`src/rtl/shift_pkg.sv`:
```
// Shared mode encoding for the shift_frame family of shifters.
package shift_pkg;

  typedef enum logic [2:0] {
    HOLD = 3'b000,
    LOAD = 3'b001,
    SL   = 3'b010,
    SR   = 3'b011,
    ROL  = 3'b100,
    ROR  = 3'b101,
    ASR  = 3'b110,
    RSVD = 3'b111
  } shift_mode_e;

  // Modes that advance the frame counter.
  function automatic logic is_shift(input shift_mode_e m);
    return (m == SL) || (m == SR) || (m == ROL) || (m == ROR) || (m == ASR);
  endfunction

endpackage

```
`src/rtl/shift_frame_ctr.sv`:
```
// Wrap counter 0..FRAME-1 with terminal-count flag; count updates one clock after inc/clr.
// Stalls whenever inc is low; clr has priority over inc.
module shift_frame_ctr #(
  parameter int unsigned FRAME = 8,
  parameter int unsigned CNT_W = $clog2(FRAME + 1)
) (
  input  logic             clk_i,
  input  logic             rst_i,
  input  logic             clr,
  input  logic             inc,
  output logic [CNT_W-1:0] count,
  output logic             tc
);

  assign tc = (count == CNT_W'(FRAME - 1));

  always_ff @(posedge clk_i) begin
    if (rst_i) begin
      count <= '0;
    end else if (clr) begin
      count <= '0;
    end else if (inc) begin
      count <= tc ? '0 : count + 1'b1;
    end
  end

endmodule

```
`src/rtl/shift_frame.sv`:
```
// Universal multi-lane shift register with frame counter and optional auto-reload.
// All outputs registered (1-cycle latency); en_i low or HOLD freezes state and the frame.
module shift_frame
  import shift_pkg::*;
#(
  parameter int unsigned BIT_WIDTH = 8,
  parameter int unsigned LANES     = 1,
  localparam int unsigned FRAME    = BIT_WIDTH / LANES,
  localparam int unsigned CNT_W    = $clog2(FRAME + 1)
) (
  input  logic                 clk_i,
  input  logic                 rst_i,
  input  logic                 en_i,
  input  logic [2:0]           mode_i,
  input  logic                 auto_reload_i,
  input  logic [BIT_WIDTH-1:0] parallel_i,
  input  logic [LANES-1:0]     serial_i,
  output logic [BIT_WIDTH-1:0] parallel_o,
  output logic [LANES-1:0]     serial_o,
  output logic                 frame_done_o,
  output logic [CNT_W-1:0]     count_o
);

  shift_mode_e          mode;
  logic [BIT_WIDTH-1:0] shifted;
  logic [LANES-1:0]     out_bits;
  logic                 do_shift;
  logic                 tc;

  assign mode     = shift_mode_e'(mode_i);
  assign do_shift = en_i && is_shift(mode);

  always_comb begin
    shifted  = parallel_o;
    out_bits = '0;
    case (mode)
      SL: begin
        shifted  = {parallel_o[BIT_WIDTH-LANES-1:0], serial_i};
        out_bits = parallel_o[BIT_WIDTH-1 -: LANES];
      end
      SR: begin
        shifted  = {serial_i, parallel_o[BIT_WIDTH-1:LANES]};
        out_bits = parallel_o[LANES-1:0];
      end
      ROL: begin
        shifted  = {parallel_o[BIT_WIDTH-LANES-1:0], parallel_o[BIT_WIDTH-1 -: LANES]};
        out_bits = parallel_o[BIT_WIDTH-1 -: LANES];
      end
      ROR: begin
        shifted  = {parallel_o[LANES-1:0], parallel_o[BIT_WIDTH-1:LANES]};
        out_bits = parallel_o[LANES-1:0];
      end
      ASR: begin
        shifted  = {{LANES{parallel_o[BIT_WIDTH-1]}}, parallel_o[BIT_WIDTH-1:LANES]};
        out_bits = parallel_o[LANES-1:0];
      end
      default: begin
        shifted  = parallel_o;
        out_bits = '0;
      end
    endcase
  end

  shift_frame_ctr #(
    .FRAME (FRAME),
    .CNT_W (CNT_W)
  ) u_ctr (
    .clk_i (clk_i),
    .rst_i (rst_i),
    .clr   (en_i && (mode == LOAD)),
    .inc   (do_shift),
    .count (count_o),
    .tc    (tc)
  );

  // Final shift of a frame: serial_o still reports the shifted-out lanes even when reloading.
  always_ff @(posedge clk_i) begin
    if (rst_i) begin
      parallel_o   <= '0;
      serial_o     <= '0;
      frame_done_o <= 1'b0;
    end else begin
      frame_done_o <= 1'b0;
      if (en_i && (mode == LOAD)) begin
        parallel_o <= parallel_i;
        serial_o   <= '0;
      end else if (do_shift) begin
        parallel_o   <= (tc && auto_reload_i) ? parallel_i : shifted;
        serial_o     <= out_bits;
        frame_done_o <= tc;
      end
    end
  end

endmodule
```
`config.mk`:
```
export PLATFORM = sky130hd
export DESIGN_NAME = shift_frame
export DESIGN_NICKNAME = d
export VERILOG_FILES = /design/src/rtl/shift_pkg.sv /design/src/rtl/shift_frame_ctr.sv /design/src/rtl/shift_frame.sv
export SDC_FILE = /design/constraint.sdc
export NUM_CORES = 1
export LEC_CHECK = 0
export BUFFER_PORTS_ARGS = -buffer_cell sky130_fd_sc_hd__buf_2
export CAP_MARGIN = 20
export CORE_ASPECT_RATIO = 0.7
export CORE_MARGIN = 5
export CORE_UTILIZATION = 35
export CTS_BUF_LIST = sky130_fd_sc_hd__clkbuf_4 sky130_fd_sc_hd__clkbuf_8
export DETAILED_ROUTE_END_ITERATION = 7
export SKIP_LAST_GASP = 1
export SYNTH_ARGS = -nofsm -noshare
export SYNTH_HDL_FRONTEND = slang
export SYNTH_HIERARCHICAL = 1
export SYNTH_SLANG_ARGS = --single-unit
```
`constraint.sdc`:
```
create_clock -name clk_i -period 1.9 [get_ports clk_i]
set_input_delay 0.19 -clock clk_i [delete_from_list [all_inputs] [get_ports clk_i]]
set_output_delay 0.19 -clock clk_i [all_outputs]
set_load 0.1 [all_outputs]
```
## Yosys cells after proc, flatten, opt, wreduce, memory -nomap -nowiden

Index checks and enable logic that the tools add are counted.

| storage, ports and cells | value |
|---|---|
| register bits after elaboration | 14 |
| bits of input ports | 16 |
| output and inout bits | 14 |
| word-level logic and storage cells | 37 |

| cells by class | value |
|---|---|
| add/subtract/negate cells | 1 |
| eq/ne operators | 8 |
| mux-type cells | 6 |
| bitwise operators | 1 |
| reductions and logical operators | 16 |

Operators with widths:

| operator | number |
|---|---|
| 8-bit case mux with 5 select lines | 1 |
| 8-bit 2-to-1 mux | 3 |
| 3-bit equality test, second input constant | 3 |
| 7-bit nonzero test | 1 |
| 3-bit by 2-bit equality test with 1-bit output, second input constant | 2 |
| 6-bit nonzero test | 1 |
| 3-bit OR reduction | 2 |
| 4-bit by 1-bit adder with 4-bit output, second input constant | 1 |
| 4-bit by 3-bit equality test with 1-bit output, second input constant | 1 |
| 1-bit logical OR | 4 |
| 4-bit 2-to-1 mux | 1 |
| 2-bit OR reduction | 2 |
| 3-bit by 1-bit equality test with 1-bit output, second input constant | 1 |
| 1-bit logical AND | 3 |
| 3-bit by 1-bit inequality test with 1-bit output, second input constant | 1 |
| 3-bit AND reduction | 1 |
| 1-bit case mux with 2 select lines | 1 |
| 2-bit AND reduction | 1 |
| 2-bit nonzero test | 1 |
| 1-bit inverter | 1 |

## Depth between registers and ports, before layout

| depth | value |
|---|---|
| depth after elaboration | 8 |
| gate-level depth with buffers | 8 |
| gate-level depth less buffers | 7 |

## Modules after synthesis

Netlist, hierarchy kept.

Modules (own cells, without submodules):

| module | times used | cells each | area each (um^2) | seq. area each (um^2) |
|---|---|---|---|---|
| shift_frame | 1 | 86 | 799.5 | 200.2 |
| shift_frame_ctr | 1 | 20 | 183.9 | 80.1 |

## Least setup slack after synthesis

No wires, ideal clock.

| timing path | value |
|---|---|
| path kind | reg-to-reg |
| start | reg u_ctr.count[0] |
| end | reg parallel_o[7] |
| library setup time | 0.091 ns |
| data arrival time | 2.039 ns |
| required time | 1.809 ns |
| path slack | -0.230 ns |
| stages on the path, launching flop included | 9 |
| buffers on the path | 1 |
| period minus slack after synthesis | 2.130 ns |
| cell sequence | dfxtp_1 -> ha_1 -> inv_1 -> nor2_1 -> nand2_1 -> nand2b_4 -> buf_2 -> nand2_1 -> a311oi_1 |

| on the way | value |
|---|---|
| longest elaborated chain between the ends | 5 |
| elaborated cells on any way between the ends | 8 |
| classes of those cells | eq/ne (2); mux (3); reduce/logical (3) |

Ends and longest elaborated chain:

| what | line | text |
|---|---|---|
| from (decl) | shift_frame_ctr.sv:11 | `output logic [CNT_W-1:0] count,` |
| from (signal assigned) | shift_frame_ctr.sv:23 | `count <= tc ? '0 : count + 1'b1;` |
| 4-bit by 3-bit equality test with 1-bit output (*) | shift_frame_ctr.sv:15 | `assign tc = (count == CNT_W'(FRAME - 1));` |
| named net tc | shift_frame.sv:28 | `logic tc;` |
| 1-bit logical AND (*) | shift_frame.sv:88 | `parallel_o <= (tc && auto_reload_i) ? parallel_i : shifted;` |
| 8-bit 2-to-1 mux | shift_frame.sv:88 |  |
| 8-bit 2-to-1 mux | shift_frame.sv:87 | `end else if (do_shift) begin` |
| 8-bit 2-to-1 mux | shift_frame.sv:84 | `if (en_i && (mode == LOAD)) begin` |
| to (signal assigned) | shift_frame.sv:85 | `parallel_o <= parallel_i;` |
| to (signal assigned) | shift_frame.sv:88 |  |
| to (decl) | shift_frame.sv:18 | `output logic [BIT_WIDTH-1:0] parallel_o,` |

Mark *: on every way through the listed nets, which the timed path passes. The rest lies on a longest branch. The select of a mux whose other input is x is not followed.
A chain may end at the register's enable or synchronous reset.

## Worst setup path after layout

| timing path | value |
|---|---|
| start | reg u_ctr.count[0] |
| end | reg parallel_o[2] |

Same word-level chain as after synthesis.

==> summary by stage <==
Synth
The share of the Yosys chip area taken by registers is 0.285. The netlist uses 38 different library cells. In this run the mean area of a mapped cell was just over 9 um2. The number of nets in the synthesized netlist is 123. The synthesized instance count is 106. Yosys printed 6 warnings.

The cell area after technology mapping is 983 um2. Synthesis inferred 14 register bits.

Die
The starting density of the core is 0.359. Measured along the x axis, the die boundary spans 73.4 um. The die height is between 50 and 60 um.

For this design the top-level I/O count stands at 30. The die covers roughly 4000 um2. The total core area is 2740 um2.

The floorplan has 16 rows.

Setup path
Of all nets on the critical path, the largest fanout is 11. Data on the critical path arrives at its endpoint at ~1.9 ns. The critical path class is reg -> reg. The worst setup path is captured at a register. The worst register-to-register path ends at parallel_o[2]$_SDFFE_PP0P_. The startpoint identified for the worst register-to-register timing path is u_ctr/count[0]$_SDFFE_PP0P_. The worst reg2reg path depth is 7.

The setup check on the worst reg-to-reg path leaves a slack of approximately 0.18 ns. The required time of the critical path is 2.07 ns. STA classifies the critical path startpoint as a register.

Placement
During placement, the flow inserted port buffers numbering 29. The wire-length estimate of the detail-placed layout is 1810 um. The instance count after placement with tap cells included is ~170. Prior to clock tree synthesis, the placed netlist has a worst setup slack of 0.0937 ns.

After detailed placement, the total cell area comes to 1160 um2. The congestion estimate from routability-driven global placement came to roughly 0.77.

Layout
The net total in the final layout is 152. The final design instance area without fill is 1210 um2. The final instance count without filler cells is 170.

The top cell types in the final layout, fill and taps aside, are sky130_fd_sc_hd__buf_2, sky130_fd_sc_hd__dfxtp_1, sky130_fd_sc_hd__nand2b_1, sky130_fd_sc_hd__mux2i_1, sky130_fd_sc_hd__inv_1. The most common cell after layout, fill and taps aside is sky130_fd_sc_hd__buf_2. In the final layout, the share of cells above drive strength 1 is 0.381. Relative to the synthesized area, the layout overhead comes to 23.3%.

Once layout is complete, the utilization of the core stands at 0.442. The repair_antennas step left the layout with diodes totalling 0.

Status
The flow ran to the end, and the final reports show no timing, DRC or antenna violations.

Run
The max-capacitance violation count is 0.

Timing
The slew at the pin closest to its max-slew limit is 0.489 ns. The final cycle utilization of the critical path is 0.904. The minimum setup slack in the final design is between 0.15 and 0.2 ns. The final-report hold violation count is 0. Setup repair after global routing left no endpoint under its margin.

The worst-case clock skew is 0.000814 ns. The setup TNS after final layout is 0 ns. The final period demand of the worst path is 1.72 ns.

The count of endpoints failing setup in the final report is 0. The worst hold margin is 0.206 ns. The worst pin sits at a relative slew slack of 0.676.

Derived from the worst setup path, the maximum achievable clock frequency is 0.582 GHz. The max-slew violation count came to 0.

Routing
The routed design has 2360 um of wire. The mean routed wirelength per cell is 13.9 um. The detail-routed via count per cell is 5.24. The first detailed-routing pass took 5 iterations. The first routing iteration left 28 violations. The detail route stage leaves a number of antenna-violating nets equal to 0. The routed layout has 890 vias. The DRC violation count after routing is 0.

Power and ir drop
The worst-case IR drop observed on VDD is 0.300 mV. The leakage power is 0.512 nW. The overall power is 0.849 mW. The total power per unit cell area is approximately 700 nW/um2.

Clocking
The count of hold buffers inserted by post-cts repair is 0. The tree built by TritonCTS fans out to 14 sinks. No sink is reached through more buffers than the 2 on the longest clock path. Gates resized during post-CTS repair numbered 0.

The clock latency reported for the late side of the worst-skew pair is ~0.24 ns. The cell chosen for the clock root is sky130_fd_sc_hd__clkbuf_8. Counting the buffers created by CTS gives 3.

The depth of the CTS H-tree is 1. After clock tree synthesis, the clock-pin slew on the worst setup and hold paths is ~0.060 ns. The count of buffers added by post-CTS timing repair for setup is 0.

The TritonCTS clock tree is done.

Global route
The number of global-route vias before repair is 865. Entering global routing, the biggest net connects 20 pins. The total grt overflow is 0. The global-route usage over all layers is 0.125. The first global-routing pass estimated 3860 um of wire. The number of antenna violations at the first check in global routing is 0.

Hold path
The number of stages on the worst hold path is 3. For hold timing, the worst endpoint is parallel_o[7]$_SDFFE_PP0P_. The source of the worst hold timing path is parallel_i[7]. The tightest min-delay check is of the in -> reg type.
-- report_power, final --
part	internal, mW	switching (mW)	total, mW
registers	0.307	0.0139	0.320
logic	0.0745	0.165	0.239
clock network	0.183	0.106	0.290
total	0.564	0.285	0.849
-- per-layer routing --
layer	GRT usage	wire [um]	vias to the layer above
met5	0	0	-
met4	0.0361	10	0
met3	0.0183	96	2
met2	0.202	1060	22
met1	0.174	1200	412
li1	-	-	454
-- how the worst max path moves through the flow --
stage | startpoint | endpoint | slack, ns
2_1_floorplan | u_ctr/count[0]$_SDFFE_PP0P_ | parallel_o[7]$_SDFFE_PP0P_ | 0.13
3_3_place_gp | mode_i[2] | parallel_o[1]$_SDFFE_PP0P_ | 0.15
3_5_place_dp | mode_i[2] | parallel_o[3]$_SDFFE_PP0P_ | 0.09
4_1_cts | u_ctr/count[0]$_SDFFE_PP0P_ | parallel_o[3]$_SDFFE_PP0P_ | 0.15
5_1_grt | u_ctr/count[0]$_SDFFE_PP0P_ | parallel_o[6]$_SDFFE_PP0P_ | 0.06
6_report | u_ctr/count[0]$_SDFFE_PP0P_ | parallel_o[2]$_SDFFE_PP0P_ | 0.18
-- final cells by class --
| class | count | area, um2 |
|---|---|---|
| inverters | 7 | 26.3 |
| repair buffers | 31 | 173 |
| multi-input cells | 78 | 628 |
| flip-flops and latches | 14 | 285 |
| fillers | 282 | 1530 |
| clock buffers | 4 | 55.1 |
| well taps | 36 | 45.0 |
-- Yosys cell counts (all sizes together) --
library cell	count	area share
a211o	1	0.0089
a21oi	3	0.015
a222oi	1	0.010
a311oi	2	0.018
a31oi	1	0.022
and2	1	0.0064
and3	2	0.018
and4bb	1	0.013
buf	6	0.046
clkbuf	1	0.0038
dfxtp	14	0.28
ha	1	0.013
inv	7	0.027
mux2i	8	0.081
nand2	6	0.023
nand2b	10	0.071
nand3	1	0.0051
nand3b	1	0.0076
nand4	1	0.0064
nand4b	6	0.053
nor2	6	0.023
nor3	5	0.031
o211a	1	0.010
o21ai	1	0.0051
o21bai	1	0.0076
o221ai	8	0.11
o22ai	1	0.0064
o31a	2	0.018
or3	2	0.013
or3b	1	0.0089
xnor2	2	0.018
xor2	2	0.018
-- critical path, cell delays in order (launching register included) --
cell                       delay, ns
sky130_fd_sc_hd__dfxtp_2        0.34
sky130_fd_sc_hd__ha_1           0.21
sky130_fd_sc_hd__inv_1          0.06
sky130_fd_sc_hd__nor2_1         0.05
sky130_fd_sc_hd__nand2_1        0.12
sky130_fd_sc_hd__nand2b_4       0.13
sky130_fd_sc_hd__or3_1          0.50
sky130_fd_sc_hd__o221ai_2       0.24
-- flip-flops by register name, summed over array words and instances (netlist names) --
register,flops
frame_done_o,1
u_ctr/count,4
parallel_o,8
serial_o,1
-- cells by family after synthesis --
kind of cell / share of synthesized area
simple gates: 0.279
compound gates: 0.230
buf+inv: 0.0763
flops: 0.285
mux: 0.0814
xor+xnor: 0.0356
fa+ha+maj: 0.0127
Power figures use the tool's default switching activity.
